**src/rtl/reg_dump_pkg.sv**
```systemverilog
// reg_dump_pkg: shared types and constants for the register-file dump engine.
// The optional checksum word is enabled by defining REG_DUMP_CHECKSUM_EN.
package reg_dump_pkg;

  // Default geometry of the 16x16 register file being dumped.
  localparam int DEFAULT_WIDTH   = 16;
  localparam int DEFAULT_REGBITS = 4;

  // The checksum word is tagged with an all-ones address. Consumers
  // truncate this to their own address width.
  localparam logic [31:0] CHECKSUM_ADDR_ALL = '1;

  // Dump sequencer states. SUM is reachable only in checksum builds.
  typedef enum logic [2:0] {
    IDLE = 3'd0,
    READ = 3'd1,
    SEND = 3'd2,
    SUM  = 3'd3,
    DONE = 3'd4
  } state_t;

endpackage

```
**src/rtl/reg_dump.sv**
```systemverilog
// reg_dump: debug readback engine that walks FIRST_REG..LAST_REG through one
// register-file read port and streams each captured value on valid/ready.
// Define REG_DUMP_CHECKSUM_EN to append an XOR checksum word after the dump.
module reg_dump
  import reg_dump_pkg::*;
#(
  parameter int WIDTH     = DEFAULT_WIDTH,
  parameter int REGBITS   = DEFAULT_REGBITS,
  parameter int FIRST_REG = 0,
  parameter int LAST_REG  = (1 << REGBITS) - 1
) (
  input  logic               clk,
  input  logic               reset,
  input  logic               start,
  output logic               busy,
  output logic               done,
  output logic [REGBITS-1:0] rf_ra,
  input  logic [WIDTH-1:0]   rf_rd,
  output logic               out_valid,
  input  logic               out_ready,
  output logic [WIDTH-1:0]   out_data,
  output logic [REGBITS-1:0] out_addr,
  output logic               out_last
);

  localparam logic [REGBITS-1:0] FIRST_ADDR = REGBITS'(FIRST_REG);
  localparam logic [REGBITS-1:0] LAST_ADDR  = REGBITS'(LAST_REG);
`ifdef REG_DUMP_CHECKSUM_EN
  localparam logic [REGBITS-1:0] SUM_ADDR   = REGBITS'(CHECKSUM_ADDR_ALL);
`endif

  state_t             r_state;
  state_t             w_nextState;
  logic [REGBITS-1:0] r_addr;
  logic [WIDTH-1:0]   r_outData;
  logic [REGBITS-1:0] r_outAddr;
  logic               r_outValid;
  logic               r_outLast;
  logic               w_handshake;
  logic               w_atLast;
  logic               w_startAccept;
`ifdef REG_DUMP_CHECKSUM_EN
  logic [WIDTH-1:0]   r_sum;
`endif

  assign w_handshake   = r_outValid && out_ready;
  assign w_atLast      = (r_addr == LAST_ADDR);
  assign w_startAccept = (r_state == IDLE) && start;

  assign out_valid = r_outValid;
  assign out_data  = r_outData;
  assign out_addr  = r_outAddr;
  assign out_last  = r_outLast;

  // State register; reset aborts any dump in progress.
  always_ff @(posedge clk or posedge reset) begin
    if (reset) begin
      r_state <= IDLE;
    end else begin
      r_state <= w_nextState;
    end
  end

  // Next-state logic: one READ cycle per word, then wait in SEND for the handshake.
  always_comb begin
    w_nextState = r_state;
    case (r_state)
      IDLE: begin
        if (start) begin
          w_nextState = READ;
        end
      end
      READ: begin
        w_nextState = SEND;
      end
      SEND: begin
        if (w_handshake) begin
          if (w_atLast) begin
`ifdef REG_DUMP_CHECKSUM_EN
            w_nextState = SUM;
`else
            w_nextState = DONE;
`endif
          end else begin
            w_nextState = READ;
          end
        end
      end
      SUM: begin
        if (w_handshake) begin
          w_nextState = DONE;
        end
      end
      DONE: begin
        w_nextState = IDLE;
      end
      default: begin
        w_nextState = IDLE;
      end
    endcase
  end

  // Status outputs and read address decoded from the current state.
  always_comb begin
    busy  = (r_state != IDLE);
    done  = (r_state == DONE);
    rf_ra = (r_state == IDLE) ? FIRST_ADDR : r_addr;
  end

  // Address counter: compared against LAST before incrementing so it never wraps.
  always_ff @(posedge clk or posedge reset) begin
    if (reset) begin
      r_addr <= FIRST_ADDR;
    end else if (w_startAccept) begin
      r_addr <= FIRST_ADDR;
    end else if ((r_state == SEND) && w_handshake && !w_atLast) begin
      r_addr <= r_addr + 1'b1;
    end
  end

  // Output word register: snapshot taken at the READ edge, held until accepted.
  always_ff @(posedge clk or posedge reset) begin
    if (reset) begin
      r_outData  <= '0;
      r_outAddr  <= '0;
      r_outValid <= 1'b0;
      r_outLast  <= 1'b0;
    end else begin
      case (r_state)
        READ: begin
          r_outData  <= rf_rd;
          r_outAddr  <= r_addr;
          r_outValid <= 1'b1;
`ifdef REG_DUMP_CHECKSUM_EN
          r_outLast  <= 1'b0;
`else
          r_outLast  <= w_atLast;
`endif
        end
        SEND: begin
          if (w_handshake) begin
`ifdef REG_DUMP_CHECKSUM_EN
            if (w_atLast) begin
              r_outData  <= r_sum ^ r_outData;
              r_outAddr  <= SUM_ADDR;
              r_outLast  <= 1'b1;
              r_outValid <= 1'b1;
            end else begin
              r_outValid <= 1'b0;
            end
`else
            r_outValid <= 1'b0;
`endif
          end
        end
        SUM: begin
          if (w_handshake) begin
            r_outValid <= 1'b0;
          end
        end
        default: begin
          r_outValid <= r_outValid;
        end
      endcase
    end
  end

`ifdef REG_DUMP_CHECKSUM_EN
  // Checksum accumulator: cleared on an accepted start, folds in every accepted register word.
  always_ff @(posedge clk or posedge reset) begin
    if (reset) begin
      r_sum <= '0;
    end else if (w_startAccept) begin
      r_sum <= '0;
    end else if ((r_state == SEND) && w_handshake) begin
      r_sum <= r_sum ^ r_outData;
    end
  end
`endif

endmodule

```
**config.mk**
```make
export PLATFORM = sky130hd
export DESIGN_NAME = reg_dump
export DESIGN_NICKNAME = d
export VERILOG_FILES = /design/src/rtl/reg_dump_pkg.sv /design/src/rtl/reg_dump.sv
export SDC_FILE = /design/constraint.sdc
export NUM_CORES = 1
export LEC_CHECK = 0
export CAP_MARGIN = 20
export CELL_PAD_IN_SITES_DETAIL_PLACEMENT = 1
export CELL_PAD_IN_SITES_GLOBAL_PLACEMENT = 2
export CORE_MARGIN = 5
export CORE_UTILIZATION = 31
export DETAILED_ROUTE_END_ITERATION = 8
export GPL_TIMING_DRIVEN = 0
export PLACE_DENSITY = 0.95
export SLEW_MARGIN = 5
export SYNTH_ARGS = -nofsm -noshare
export SYNTH_HDL_FRONTEND = slang
export SYNTH_SLANG_ARGS = --single-unit
```
**constraint.sdc**
```tcl
create_clock -name clk -period 2.8 [get_ports clk]
set_input_delay 0.28 -clock clk [delete_from_list [all_inputs] [get_ports clk]]
set_output_delay 0.28 -clock clk [all_outputs]
set_load 0.02 [all_outputs]
```
==> results.cfg, run 1 <==
[logic_synthesis]
avgSynthCellArea_um2 = 13.5
post-synth-top-area-cell = sky130_fd_sc_hd__dfrtp_1
yosys-top-cells-count = 29 x sky130_fd_sc_hd__dfrtp_1, 20 x sky130_fd_sc_hd__mux2_4, 6 x sky130_fd_sc_hd__inv_1
synthesis.instances = 102
syn_nets = 123
synth_sequential_area_ratio = 0.526
dominantRegCellSynth = sky130_fd_sc_hd__dfrtp_1
synthArstFlopShare = 1.00
ys_warn_count = 0
synth-edff-count = 0
ranking_of_synthesized_cells_by_area = sky130_fd_sc_hd__dfrtp_1 53%, sky130_fd_sc_hd__mux2_4 22%, sky130_fd_sc_hd__buf_6 3.3%
yosysUniqueCellTypes = 28
netlist.area_leader.share = 0.526
ys_seq_elements = 29
yosysMostFrequentCell = sky130_fd_sc_hd__dfrtp_1
post_synth_instance_area_um2 = 1380

[setup_path]
worstSetupStartpointType = flop
crit_buf_inv = 2
crit_path_cell_trace = buf_2, nor3_1, nor2b_1, clkdlybuf4s50_1
classification_of_the_worst_setup_path = flop to output pin
critPathRequiredTime_ns = 2.52
crit_fanout = 10
cpMaxStageDelayCell = sky130_fd_sc_hd__clkdlybuf4s50_1
worst_setup_path_end_kind = output pin
critical-path-top-delay-family = buffers and inverters
critPathArrivalTime_ns = 1.93
timing.critical_path.slowest_cell_delay_ns = 0.56

[global_route]
global_route.overflow_total = 0
number_of_antenna_violations_at_the_first_check_in_global_routing = 0
grt_pass1_vias = 1122
grt_start_max_net_pins = 30
tot_gr_track_use = 0.121
grt_pass1_wl_um = 5760

[die]
floorplan.die.width_um = 76.7
starting_density_of_the_core = 0.319
core.rowCount = 24
core_area_um2 = 4320
die_area_um2 = 5880
fp.dieH_um = 76.7
pin_count = 48

[route]
route.antenna.remaining_nets = 0
post_detailed_routing_wire_length_um = 3510
route.detailed.drc = 0
initialDrtViolationCount = 23
vias_per_cell = 4.90
wire_per_inst_um = 16.8
drt-pass1-iter-count = 4
detailed_route_via_count = 1024

[cells_and_area]
num-nets-final = 178
finish.cell_count_without_fillers = 209
antenna_cells = 0
finish.utilization = 0.469
syn2layout_area_growth_pct = 47.1
layout-drive-gt1-share = 0.223

[sta]
highest_clock_frequency_the_design_can_meet_ghz = 0.453
grt_setup_unrepaired = false
max_slew_margin = 0.696
timing.final.crit_share = 0.789
max_slew.worst_pin.slew_ns = 0.453
hold_violations_final = 0
clock-skew-final_ns = 0.00401
finalWorstSetupSlack_ns = 0.592
setup-violations-final = 0
timing_max_transition_violations_final = 0
setup_total_negative_slack_ns = 0
finalWorstPathRequiredPeriod_ns = 2.21

[clock_network]
hold_buffers = 0
post-cts-setup-buffers = 0
clock_tree.root_cell = sky130_fd_sc_hd__clkbuf_8
reg_clk_slew_reported_paths_ns = 0.06
cts_repair_resize_count = 0
tritoncts = built
max-clock-path-buffers = 2
cts_made_buffers = 5
cts_sinks = 29
clock_latency_ns = 0.27
cts-htree-levels = 2

[power_and_ir_drop]
power.ir.vdd_worst_mv = 0.438
power_per_cell_area_nw_per_um2 = 1160
p_leak_nw = 0.865

[placed_design]
detailedPlacementHpwl_um = 2600
gp_routability_congestion = 0.792
placed_cells_incl_taps = 201
io_buffer_count = 47
post-place-ws_ns = 0.891

[run]
max_cap_violations = 0

[worst_hold_path]
worst_hold_path_type = input pin to async pin

[status]
status = complete, no violations
-- report_power, final --
part	internal, mW	switching (mW)	total [mW]
Sequential	0.607	0.141	0.748
Clock	0.194	0.141	0.335
Combinational	0.694	0.582	1.28
Total	1.50	0.864	2.36
-- registers in the layout (all words and copies together) (netlist names) --
register	cells
out_last	1
r_addr	4
out_addr	4
r_state	3
out_data	16
out_valid	1
-- layout make-up --
class | count | area [um2]
buffer | 5 | 50.0
fill | 482 | 2300
multi-input combinational | 62 | 581
clock buffer | 7 | 86.3
sequential | 29 | 726
tap | 52 | 65.1
inverter | 6 | 22.5
timing repair buffer | 48 | 498
-- final timing paths --
check,start,endpoint,slack (ns),cells past startpoint
max in group asynchronous,reset,out_addr[2]$_DFFE_PP0P_,2.10,3
hold / removal,reset,out_data[7]$_DFFE_PP0P_,0.27,2
setup reg to reg,r_state[2]$_DFFE_PP0P_,out_data[8]$_DFFE_PP0P_,1.34,4
hold reg to reg,out_data[12]$_DFFE_PP0P_,out_data[12]$_DFFE_PP0P_,0.51,1
min in group clk,out_data[12]$_DFFE_PP0P_,out_data[12]$_DFFE_PP0P_,0.51,1
setup / recovery,r_state[0]$_DFFE_PP0P_,rf_ra[1],0.59,4
-- cells in the final DEF (no fill, tap or decap), drive strengths merged, types with 2 or more instances in the layout --
| master | synthesis | final |
|---|---|---|
| and3 | 2 | 2 |
| nor3 | 4 | 4 |
| dfrtp | 29 | 29 |
| nor2 | 3 | 3 |
| nand3 | 3 | 3 |
| mux2 | 21 | 21 |
| o211ai | 2 | 2 |
| nand2 | 3 | 3 |
| inv | 6 | 6 |
| clkdlybuf4s50 | 0 | 47 |
| o21ai | 4 | 4 |
| a21oi | 3 | 3 |
| nor2b | 3 | 3 |
| buf | 5 | 6 |
| a31oi | 3 | 3 |
| clkbuf | 0 | 7 |
-- per-stage QoR --
stage	power (mW)	hold slack [ns]	instance area, um2
6_report	2.36	0.271	2030
5_1_grt	2.51	0.306	2030
3_5_place_dp	2.04	0.499	1910
3_3_place_gp	1.98	0.492	1910
4_1_cts	2.39	0.515	2000
2_1_floorplan	1.51	0.358	1380
-- worst register-to-register path, cell delays in order, from the launching register on --
cell and delay (ns):
sky130_fd_sc_hd__dfrtp_1 0.37, sky130_fd_sc_hd__buf_6 0.14, sky130_fd_sc_hd__nor3b_4 0.28, sky130_fd_sc_hd__buf_6 0.23, sky130_fd_sc_hd__mux2_4 0.32
-- cell families (layout without fill, tap and decap cells) --
| family | after synthesis | in the layout | synth area share |
|---|---|---|---|
| AO/OA/AOI/OAI | 17 | 17 | 0.0808 |
| flip-flops | 29 | 29 | 0.526 |
| adder cells (fa/ha/maj) | 1 | 1 | 0.00907 |
| buffers and inverters | 11 | 66 | 0.0526 |
| AND/OR/NAND/NOR | 23 | 23 | 0.105 |
| multiplexers | 21 | 21 | 0.226 |
-- per-layer routing --
metal | up-vias | GRT usage | wire length, um
met2 | 29 | 0.202 | 1800
met5 | - | 0 | 0
met4 | 0 | 0.0315 | 34
met3 | 5 | 0.0480 | 190
met1 | 516 | 0.143 | 1490
li1 | 474 | - | -
Power figures use the tool's default switching activity.
==> run 2, diff against run 1 <==
Settings changed: CORE_UTILIZATION 31 to 26, PLACE_DENSITY 0.95 to 0.86.
Clock period 2.8 ns to 1.95 ns, I/O delays scaled along.
==> run 2 against run 1 <==
Against the previous run: sequential share of layout area shrank 0.84 points; global-route usage fell by 0.84 points; count of clock-buffer cells in the layout stayed put; sequential power grew 43%; clock skew increased by 0.0059 ns; setup slack worse by 0.21 ns; clock power rose by 50%; core utilization down 6.5 points; combinational power is 43% higher; sequential cell count did not move; via count is 0.29% higher; largest power group unchanged.
==> results.cfg, run 2 (same netlist as run 1, synthesis figures left out) <==
[clock_network]
max-clock-path-buffers = 2
cts_sinks = 29
cts_made_buffers = 5
clock_tree.root_cell = sky130_fd_sc_hd__clkbuf_8
cts-htree-levels = 2
tritoncts = built
post-cts-setup-buffers = 0
clock_latency_ns = 0.28
hold_buffers = 0
reg_clk_slew_reported_paths_ns = 0.06

[power_and_ir_drop]
p_leak_nw = 0.950
power_per_cell_area_nw_per_um2 = 1640
power.ir.vdd_worst_mv = 0.577

[global_route]
number_of_antenna_violations_at_the_first_check_in_global_routing = 0
global_route.overflow_total = 0
tot_gr_track_use = 0.112
grt_pass1_wl_um = 6140
grt_start_max_net_pins = 30
grt_pass1_vias = 1154

[placed_design]
gp_routability_congestion = 0.774
placed_cells_incl_taps = 219
detailedPlacementHpwl_um = 2650
io_buffer_count = 47

[route]
drt-pass1-iter-count = 4
detailed_route_via_count = 1027
route.antenna.remaining_nets = 0
vias_per_cell = 4.52
route.detailed.drc = 0
wire_per_inst_um = 16.0
initialDrtViolationCount = 20
post_detailed_routing_wire_length_um = 3640

[die]
core_area_um2 = 5140
floorplan.die.width_um = 82.8
pin_count = 48
die_area_um2 = 6860
core.rowCount = 26
starting_density_of_the_core = 0.268
fp.dieH_um = 82.8

[cells_and_area]
largest_reg_flops = 16
syn2layout_area_growth_pct = 50.6
mostFrequentLayoutCells = 41 x sky130_fd_sc_hd__clkdlybuf4s50_1, 29 x sky130_fd_sc_hd__dfrtp_1, 20 x sky130_fd_sc_hd__mux2_4
layout_commonest_cell = sky130_fd_sc_hd__clkdlybuf4s50_1
num-nets-final = 178
antenna_cells = 0
fillers = 579
finish.cell_count_without_fillers = 227
layout-drive-gt1-share = 0.229

[sta]
max_slew_margin = 0.573
grt_setup_unrepaired = false
finalWorstPathRequiredPeriod_ns = 1.57
setup_total_negative_slack_ns = 0
clock-skew-final_ns = 0.00989
timing_max_transition_violations_final = 0
setup-violations-final = 0
highest_clock_frequency_the_design_can_meet_ghz = 0.638
hold_violations_final = 0
max_slew.worst_pin.slew_ns = 0.639
timing.final.crit_share = 0.804

[setup_path]
crit_fanout = 6
crit_buf_inv = 1
critPathRequiredTime_ns = 1.75
timing.critical_path.slowest_cell_delay_ns = 0.65
critPathArrivalTime_ns = 1.37
crit_path_cell_trace = clkdlybuf4s50_1
worst_setup_path_end_kind = output pin
cpMaxStageDelayCell = sky130_fd_sc_hd__clkdlybuf4s50_1
critical-path-top-delay-family = buffers and inverters
worstSetupStartpointType = flop
classification_of_the_worst_setup_path = flop to output pin

[worst_hold_path]
worst_hold_path_type = input pin to async pin

[status]
status = complete, no violations

[run]
max_cap_violations = 0
-- run 2: changes by cell type in the layout (fill, tap and decap cells not counted) --
cell / before / now
sky130_fd_sc_hd__nor3_1: 4 / 3
sky130_fd_sc_hd__nor3_4: 0 / 1
sky130_fd_sc_hd__clkdlybuf4s50_1: 47 / 41
sky130_fd_sc_hd__dlymetal6s2s_1: 0 / 6
-- run 2: area by class of cell --
cell class | instances | area [um2] | share of cell area
repair buffers | 48 | 513 | 0.247
flip-flops and latches | 29 | 726 | 0.349
inverters | 6 | 22.5 | 0.0108
clock buffers | 7 | 86.3 | 0.0416
plain buffers | 5 | 50.0 | 0.0241
well taps | 70 | 87.6 | 0.0422
multi-input cells | 62 | 592 | 0.285
-- run 2: path summary, 6_finish.rpt --
kind,end,start,slack [ns],depth (start not counted)
max,out_valid,out_valid$_DFFE_PP0P_,0.38,1
min,out_data[9]$_DFFE_PP0P_,reset,0.30,2
max reg2reg,r_addr[0]$_DFFE_PP0P_,r_addr[0]$_DFFE_PP0P_,0.46,4
min reg2reg,out_data[5]$_DFFE_PP0P_,out_data[5]$_DFFE_PP0P_,0.51,1
max in group asynchronous,out_data[0]$_DFFE_PP0P_,reset,1.14,3
min in group clk,out_data[5]$_DFFE_PP0P_,out_data[5]$_DFFE_PP0P_,0.51,1
-- run 2: power by group --
part | total (mW) | internal [mW] | switching, mW | leakage, nW
sequential | 1.07 | 0.871 | 0.201 | 0.357
clock | 0.504 | 0.280 | 0.224 | 0.0443
combinational | 1.83 | 0.995 | 0.840 | 0.549
total | 3.41 | 2.15 | 1.26 | 0.950
-- run 2: timing repair --
action,4_1_cts,5_1_grt
gates resized for setup,2,6
endpoints found under the setup margin,5,6
pin swaps,0,0
-- run 2: per-stage QoR --
step / util / area, um2 / power [mW] / hold slack, ns / worst slack, ns
6_report: 0.404 / 2080 / 3.41 / 0.302 / 0.383
5_1_grt: 0.404 / 2080 / 3.63 / 0.348 / 0.277
4_1_cts: 0.396 / 2030 / 3.47 / 0.512 / 0.0192
3_5_place_dp: 0.377 / 1940 / 2.92 / 0.492 / 0.110
3_3_place_gp: 0.377 / 1940 / 2.84 / 0.493 / 0.178
2_1_floorplan: - / 1380 / 2.16 / 0.273 / 0.605
-- run 2: per-layer routing --
layer,share of wire,vias to the layer above,GRT usage
li1,-,475,-
met5,0,-,0
met2,0.52,34,0.191
met1,0.42,512,0.130
met3,0.053,6,0.0436
met4,0.014,0,0.0357
